File: src/rtl/execute.sv
// Execute stage: single-cycle ALU plus a 32-iteration restoring divider.
// Shared uop/register types live in execute_pkg, defined here so the file stays self-contained.
package execute_pkg;
    localparam int RV_XLEN = 32;

    typedef logic [RV_XLEN-1:0] t_rv_reg_data;

    typedef enum logic [3:0] {
        OP_ADD, OP_SUB, OP_AND, OP_OR, OP_XOR, OP_SLL, OP_SRL, OP_SRA,
        OP_SLT, OP_SLTU, OP_DIV, OP_DIVU, OP_REM, OP_REMU
    } t_uop;

    typedef enum logic {OP_REG, OP_IMM} t_optype;

    typedef struct packed {
        t_optype      optype;
        t_rv_reg_data opimm;
    } t_src;

    typedef struct packed {
        logic       valid;
        t_uop       uop;
        logic [4:0] rd;
        t_src [1:0] src;
    } t_uinstr;

    function automatic logic is_div(input t_uop u);
        return (u == OP_DIV) || (u == OP_DIVU) || (u == OP_REM) || (u == OP_REMU);
    endfunction
endpackage

module execute
    import execute_pkg::*;
#(
    parameter int XLEN = 32
) (
    input  logic               clk,
    input  logic               reset,
    input  t_uinstr            uinstr_rd1,
    input  t_rv_reg_data [1:0] rddatas_rd1,
    input  logic               br_mispred_rb1,
    output logic               stall_ex0,
    output t_uinstr            uinstr_ex1,
    output t_rv_reg_data       result_ex1
);
    localparam int SHW = $clog2(XLEN);
    localparam logic [4:0] CNT_LAST = 5'(XLEN - 1);

    typedef enum logic {IDLE, BUSY} t_state;

    t_state            state, state_nxt;
    logic [4:0]        cnt;
    logic [XLEN-1:0]   op1, op2, alu;
    logic [SHW-1:0]    shamt;
    logic              div_req, accept, div_signed;

    t_uinstr           div_uop;
    logic [XLEN-1:0]   dvsr_r, rem_r, quo_r, dividend_r;
    logic              neg_q, neg_r, div_zero, is_rem;
    logic [XLEN:0]     shifted, diff;
    logic              ge;
    logic [XLEN-1:0]   rem_n, quo_n, q_fix, r_fix, div_res;

    assign op1   = (uinstr_rd1.src[0].optype == OP_REG) ? rddatas_rd1[0] : uinstr_rd1.src[0].opimm;
    assign op2   = (uinstr_rd1.src[1].optype == OP_REG) ? rddatas_rd1[1] : uinstr_rd1.src[1].opimm;
    assign shamt = op2[SHW-1:0];

    assign div_req    = uinstr_rd1.valid && is_div(uinstr_rd1.uop);
    assign accept     = (state == IDLE) && div_req && !br_mispred_rb1;
    assign div_signed = (uinstr_rd1.uop == OP_DIV) || (uinstr_rd1.uop == OP_REM);

    always_comb begin
        alu = '0;
        case (uinstr_rd1.uop)
            OP_ADD:  alu = op1 + op2;
            OP_SUB:  alu = op1 - op2;
            OP_AND:  alu = op1 & op2;
            OP_OR:   alu = op1 | op2;
            OP_XOR:  alu = op1 ^ op2;
            OP_SLL:  alu = op1 << shamt;
            OP_SRL:  alu = op1 >> shamt;
            OP_SRA:  alu = $signed(op1) >>> shamt;
            OP_SLT:  alu = {{(XLEN-1){1'b0}}, $signed(op1) < $signed(op2)};
            OP_SLTU: alu = {{(XLEN-1){1'b0}}, op1 < op2};
            default: alu = '0;
        endcase
    end

    // One restoring step on magnitudes; the last step feeds sign fix-up directly.
    always_comb begin
        shifted = {rem_r, quo_r[XLEN-1]};
        diff    = shifted - {1'b0, dvsr_r};
        ge      = !diff[XLEN];
        rem_n   = ge ? diff[XLEN-1:0] : shifted[XLEN-1:0];
        quo_n   = {quo_r[XLEN-2:0], ge};
        q_fix   = neg_q ? (~quo_n + 1'b1) : quo_n;
        r_fix   = neg_r ? (~rem_n + 1'b1) : rem_n;
        if (div_zero) begin
            q_fix = '1;
            r_fix = dividend_r;
        end
        div_res = is_rem ? r_fix : q_fix;
    end

    always_ff @(posedge clk or posedge reset) begin
        if (reset) state <= IDLE;
        else       state <= state_nxt;
    end

    always_comb begin
        state_nxt = state;
        stall_ex0 = 1'b0;
        case (state)
            IDLE: begin
                if (accept) state_nxt = BUSY;
                stall_ex0 = div_req && !br_mispred_rb1;
            end
            BUSY: begin
                if (br_mispred_rb1 || cnt == CNT_LAST) state_nxt = IDLE;
                stall_ex0 = (cnt != CNT_LAST) && !br_mispred_rb1;
            end
            default: state_nxt = IDLE;
        endcase
        if (reset) stall_ex0 = 1'b0;
    end

    always_ff @(posedge clk or posedge reset) begin
        if (reset) begin
            cnt        <= '0;
            uinstr_ex1 <= '0;
            result_ex1 <= '0;
            div_uop    <= '0;
            dvsr_r     <= '0;
            rem_r      <= '0;
            quo_r      <= '0;
            dividend_r <= '0;
            neg_q      <= 1'b0;
            neg_r      <= 1'b0;
            div_zero   <= 1'b0;
            is_rem     <= 1'b0;
        end else begin
            uinstr_ex1.valid <= 1'b0;
            if (!br_mispred_rb1) begin
                if (state == IDLE && uinstr_rd1.valid) begin
                    if (div_req) begin
                        cnt        <= '0;
                        div_uop    <= uinstr_rd1;
                        dividend_r <= op1;
                        rem_r      <= '0;
                        quo_r      <= (div_signed && op1[XLEN-1]) ? (~op1 + 1'b1) : op1;
                        dvsr_r     <= (div_signed && op2[XLEN-1]) ? (~op2 + 1'b1) : op2;
                        neg_q      <= div_signed && (op1[XLEN-1] ^ op2[XLEN-1]);
                        neg_r      <= div_signed && op1[XLEN-1];
                        div_zero   <= (op2 == '0);
                        is_rem     <= (uinstr_rd1.uop == OP_REM) || (uinstr_rd1.uop == OP_REMU);
                    end else begin
                        uinstr_ex1 <= uinstr_rd1;
                        result_ex1 <= alu;
                    end
                end else if (state == BUSY) begin
                    cnt   <= cnt + 1'b1;
                    rem_r <= rem_n;
                    quo_r <= quo_n;
                    if (cnt == CNT_LAST) begin
                        uinstr_ex1 <= div_uop;
                        result_ex1 <= div_res;
                    end
                end
            end
        end
    end

    // Upstream must hold off while the divider is busy; such a uop is ignored.
    assert property (@(posedge clk) disable iff (reset)
        !(state == BUSY && uinstr_rd1.valid && !br_mispred_rb1));

endmodule

File: config.mk
export PLATFORM = sky130hd
export DESIGN_NAME = execute
export DESIGN_NICKNAME = d
export VERILOG_FILES = /design/src/rtl/execute.sv
export SDC_FILE = /design/constraint.sdc
export NUM_CORES = 2
export LEC_CHECK = 0
export ABC_AREA = 0
export CORE_MARGIN = 2
export CORE_UTILIZATION = 55
export CTS_BUF_LIST = sky130_fd_sc_hd__clkbuf_16
export DETAILED_ROUTE_END_ITERATION = 16
export PLACE_DENSITY_LB_ADDON = 0.12
export SLEW_MARGIN = 20
export SYNTH_ARGS = -nofsm -noshare
export SYNTH_HDL_FRONTEND = slang
export SYNTH_SLANG_ARGS = --single-unit
File: constraint.sdc
create_clock -name clk -period 11.8 [get_ports clk]
set_clock_uncertainty 0.1 [all_clocks]
set_input_delay 1.77 -clock clk [delete_from_list [all_inputs] [get_ports clk]]
set_output_delay 1.77 -clock clk [all_outputs]
set_load 0.02 [all_outputs]
==> results.json <==
{
  "status": "completed",
  "track_usage": 0.501,
  "endpoint_kind": "register",
  "grt_pass1_wl_um": 191000,
  "slew_violations": 0,
  "synth_seq_area_share": 0.295,
  "setup_tns_ns": 0,
  "areaGrowthSynthToFinish_pct": 15.6,
  "required_ns": 12.15,
  "cts_buffers": 37,
  "die_y_um": 227,
  "maxCapViolCount": 0,
  "routed_wl_um": 131000,
  "hold_violations": 0,
  "critPathBufInv": 5,
  "die_x_um": 227,
  "p_leak_nw": 13.6,
  "cts_root_buffer": "clkbuf_16",
  "async_reset_ff_frac": 1.00,
  "viasPerCell": 7.07,
  "ant_nets": 0,
  "slowest_stage": "mux2i_4",
  "antenna_found_initial": 5,
  "max_slew_margin": 0.175,
  "seq_power_share": 0.264,
  "cts.htree.levels": 2,
  "drt_pass1_iterations": 8,
  "critPathLaunchType": "input pin",
  "synthFlopType": "dfrtp_1",
  "initial_core_util": 0.558,
  "place_congestion": 1.11,
  "portBuffers": 251,
  "power.share.clock": 0.178,
  "min_period_ns": 7.50,
  "clkTransAtPathRegs_ns": 0.06,
  "crit_fanout": 59,
  "p_per_area_nw_per_um2": 202,
  "ys_types": 101,
  "peakVddDrop_v": 0.000189,
  "avgRoutedWirePerCell_um": 29.5,
  "final_layout_size_suffix_gt1_frac": 0.0592,
  "grt_max_degree": 115,
  "max_stage_delay_ns": 0.70,
  "clock_path_buffers": 3,
  "criticalPathCategory": "input pin to register",
  "crit_arrival_ns": 7.85,
  "fin_crit_sh": 0.636,
  "dp_worst_setup_slack_ns": 3.96,
  "overflow": 0,
  "synth_warnings": 0,
  "worst_pin_slew_ns": 1.20,
  "fin_ws_ns": 4.30,
  "hold_class": "register to register",
  "drt-initial-drc-count": 5036,
  "cts.hold.buffers_added": 0,
  "synth_area_sq_um": 27300,
  "final_common_cell": "nand2_1",
  "switching_share": 0.487,
  "coreArea_sq_um": 49000,
  "rsz0062_at_grt": "false",
  "syn_area_per_cell_sq_um": 7.55,
  "p_comb_frac": 0.559,
  "synthesis.nets": 3899,
  "dp_hpwl_um": 96900,
  "switching_power_w": 0.00311,
  "cts_tree": "built",
  "postCtsSetupRepairBufs": 0,
  "finalNetCount": 4021,
  "clock_latency_ns": 0.57,
  "grt_pass1_vias": 29700,
  "critPathTopFamily": "compound AO/OA/AOI/OAI gates",
  "path_cells": "buf_2 -> buf_4 -> mux2i_4 -> buf_4 -> inv_1 -> buf_4 -> ha_1 -> a21o_1 -> a21oi_1 -> o31a_1 -> o21ai_0 -> o211ai_1 -> o21ai_0 -> o31ai_1 -> o21ai_0 -> or3_1 -> a21oi_1 -> o31ai_1 -> o41ai_1",
  "fmax_ghz": 0.133,
  "ios": 252,
  "final.fill_count": 4117,
  "layout_common_cells": "nand2_1, o21ai_0, dfrtp_1, nor2_1, a21oi_1",
  "clock_sinks": 322,
  "vias": 31400,
  "dieArea_sq_um": 51500,
  "finalSetupViolations": 0,
  "ctsResizeCount": 0,
  "rows": 81,
  "synth_edf_count": 0,
  "p_int_w": 0.00328,
  "drc": 0,
  "synth_cells": 3618,
  "ys_ff_latch": 322
}
through the flow:
step | instances | total power (W) | util | cell area (sq um) | hold slack (ns)
2_1_floorplan | 3618 | 0.00385 | - | 27300 | 0.335
3_3_place_gp | 4365 | 0.00493 | 0.621 | 30400 | 0.349
3_5_place_dp | 4365 | 0.00504 | 0.621 | 30400 | 0.353
4_1_cts | 4429 | 0.00620 | 0.645 | 31600 | 0.375
5_1_grt | 4429 | 0.00662 | 0.645 | 31600 | 0.404
6_report | 4434 | 0.00639 | 0.645 | 31600 | 0.377
cell type report:
type,count,area [sq um],area share
repair buffers,335,3140,0.0993
multi-input cells,2890,17800,0.564
clock buffers,39,976,0.0309
clock inverters,25,175,0.00555
diodes,5,12.5,0.000396
well taps,664,831,0.0263
flip-flops and latches,322,8060,0.255
inverters,154,586,0.0185
power by group through the flow:
stage	clock network (W)	logic, W	registers [W]
detailed placement	0	0.00336	0.00168
finish	0.00114	0.00357	0.00169
global route	0.00117	0.00374	0.00171
global placement	0	0.00327	0.00166
floorplan	0	0.00214	0.00171
CTS	0.00113	0.00340	0.00167
worst paths after layout:
| kind | startpoint | end | slack (ns) | cells after the start |
|---|---|---|---|---|
| setup / recovery | uinstr_rd1[65] | result_ex1[30] | 4.30 | 19 |
| max in group asynchronous | reset | dvsr_r[6] | 7.86 | 4 |
| min in group asynchronous | reset | result_ex1[22] | 1.71 | 2 |
| setup reg to reg | dvsr_r[0] | result_ex1[18] | 4.79 | 20 |
| hold / removal | dvsr_r[10] | dvsr_r[10] | 0.38 | 2 |
| hold reg to reg | dvsr_r[10] | dvsr_r[10] | 0.38 | 2 |
Yosys cell counts (18+ instances only):
library cell	instances	area [sq um]
nand2_1	630	2360
o21ai_0	381	1910
dfrtp_1	322	8060
nor2_1	303	1140
a21oi_1	256	1280
clkbuf_1	202	758
inv_1	147	552
mux2i_1	144	1440
ha_1	135	1690
xnor2_1	111	972
a22oi_1	98	736
nand3_1	68	340
nor3_1	60	300
o22ai_1	56	350
o211ai_1	48	360
a31oi_1	40	250
a211oi_1	36	270
xor2_1	31	272
o31ai_1	30	225
a221oi_1	29	254
a21o_1	26	195
nand2b_1	25	156
or3_1	24	150
nand4_1	21	131
o21bai_1	21	158
buf_1	20	75.1
o221ai_1	20	175
buf_2	18	90.1
nor4_1	18	113
worst min-delay path: stages, from the launching register on:
cell,delay [ns]
dfrtp_1,0.34
nand2_1,0.05
o21ai_0,0.06
flip-flops by register name, summed over array words and instances (netlist names), 5 cells and up:
signal and cells:
cnt 5, div_uop 76, dividend_r 32, dvsr_r 32
quo_r 32, rem_r 32, result_ex1 32, uinstr_ex1 76
cell families after synthesis:
logic type | count (synthesis) | synth area share
AOI/OAI and AO/OA | 1210 | 0.282
xor gates and xnor gates | 142 | 0.0455
adders and majority gates | 138 | 0.0640
buffers and inverters | 406 | 0.0592
DFF | 322 | 0.295
muxes | 161 | 0.0598
and+or+nand+nor | 1239 | 0.195
layer usage:
layer  GRT usage  part of all wire  vias up
met5           0           0.00023        -
met4       0.333             0.082        4
met3       0.164              0.14      656
met2       0.741              0.42     2634
met1       0.622              0.36    14800
li1            -                 -    13200
Note: power is estimated with default switching activity, not from simulation.
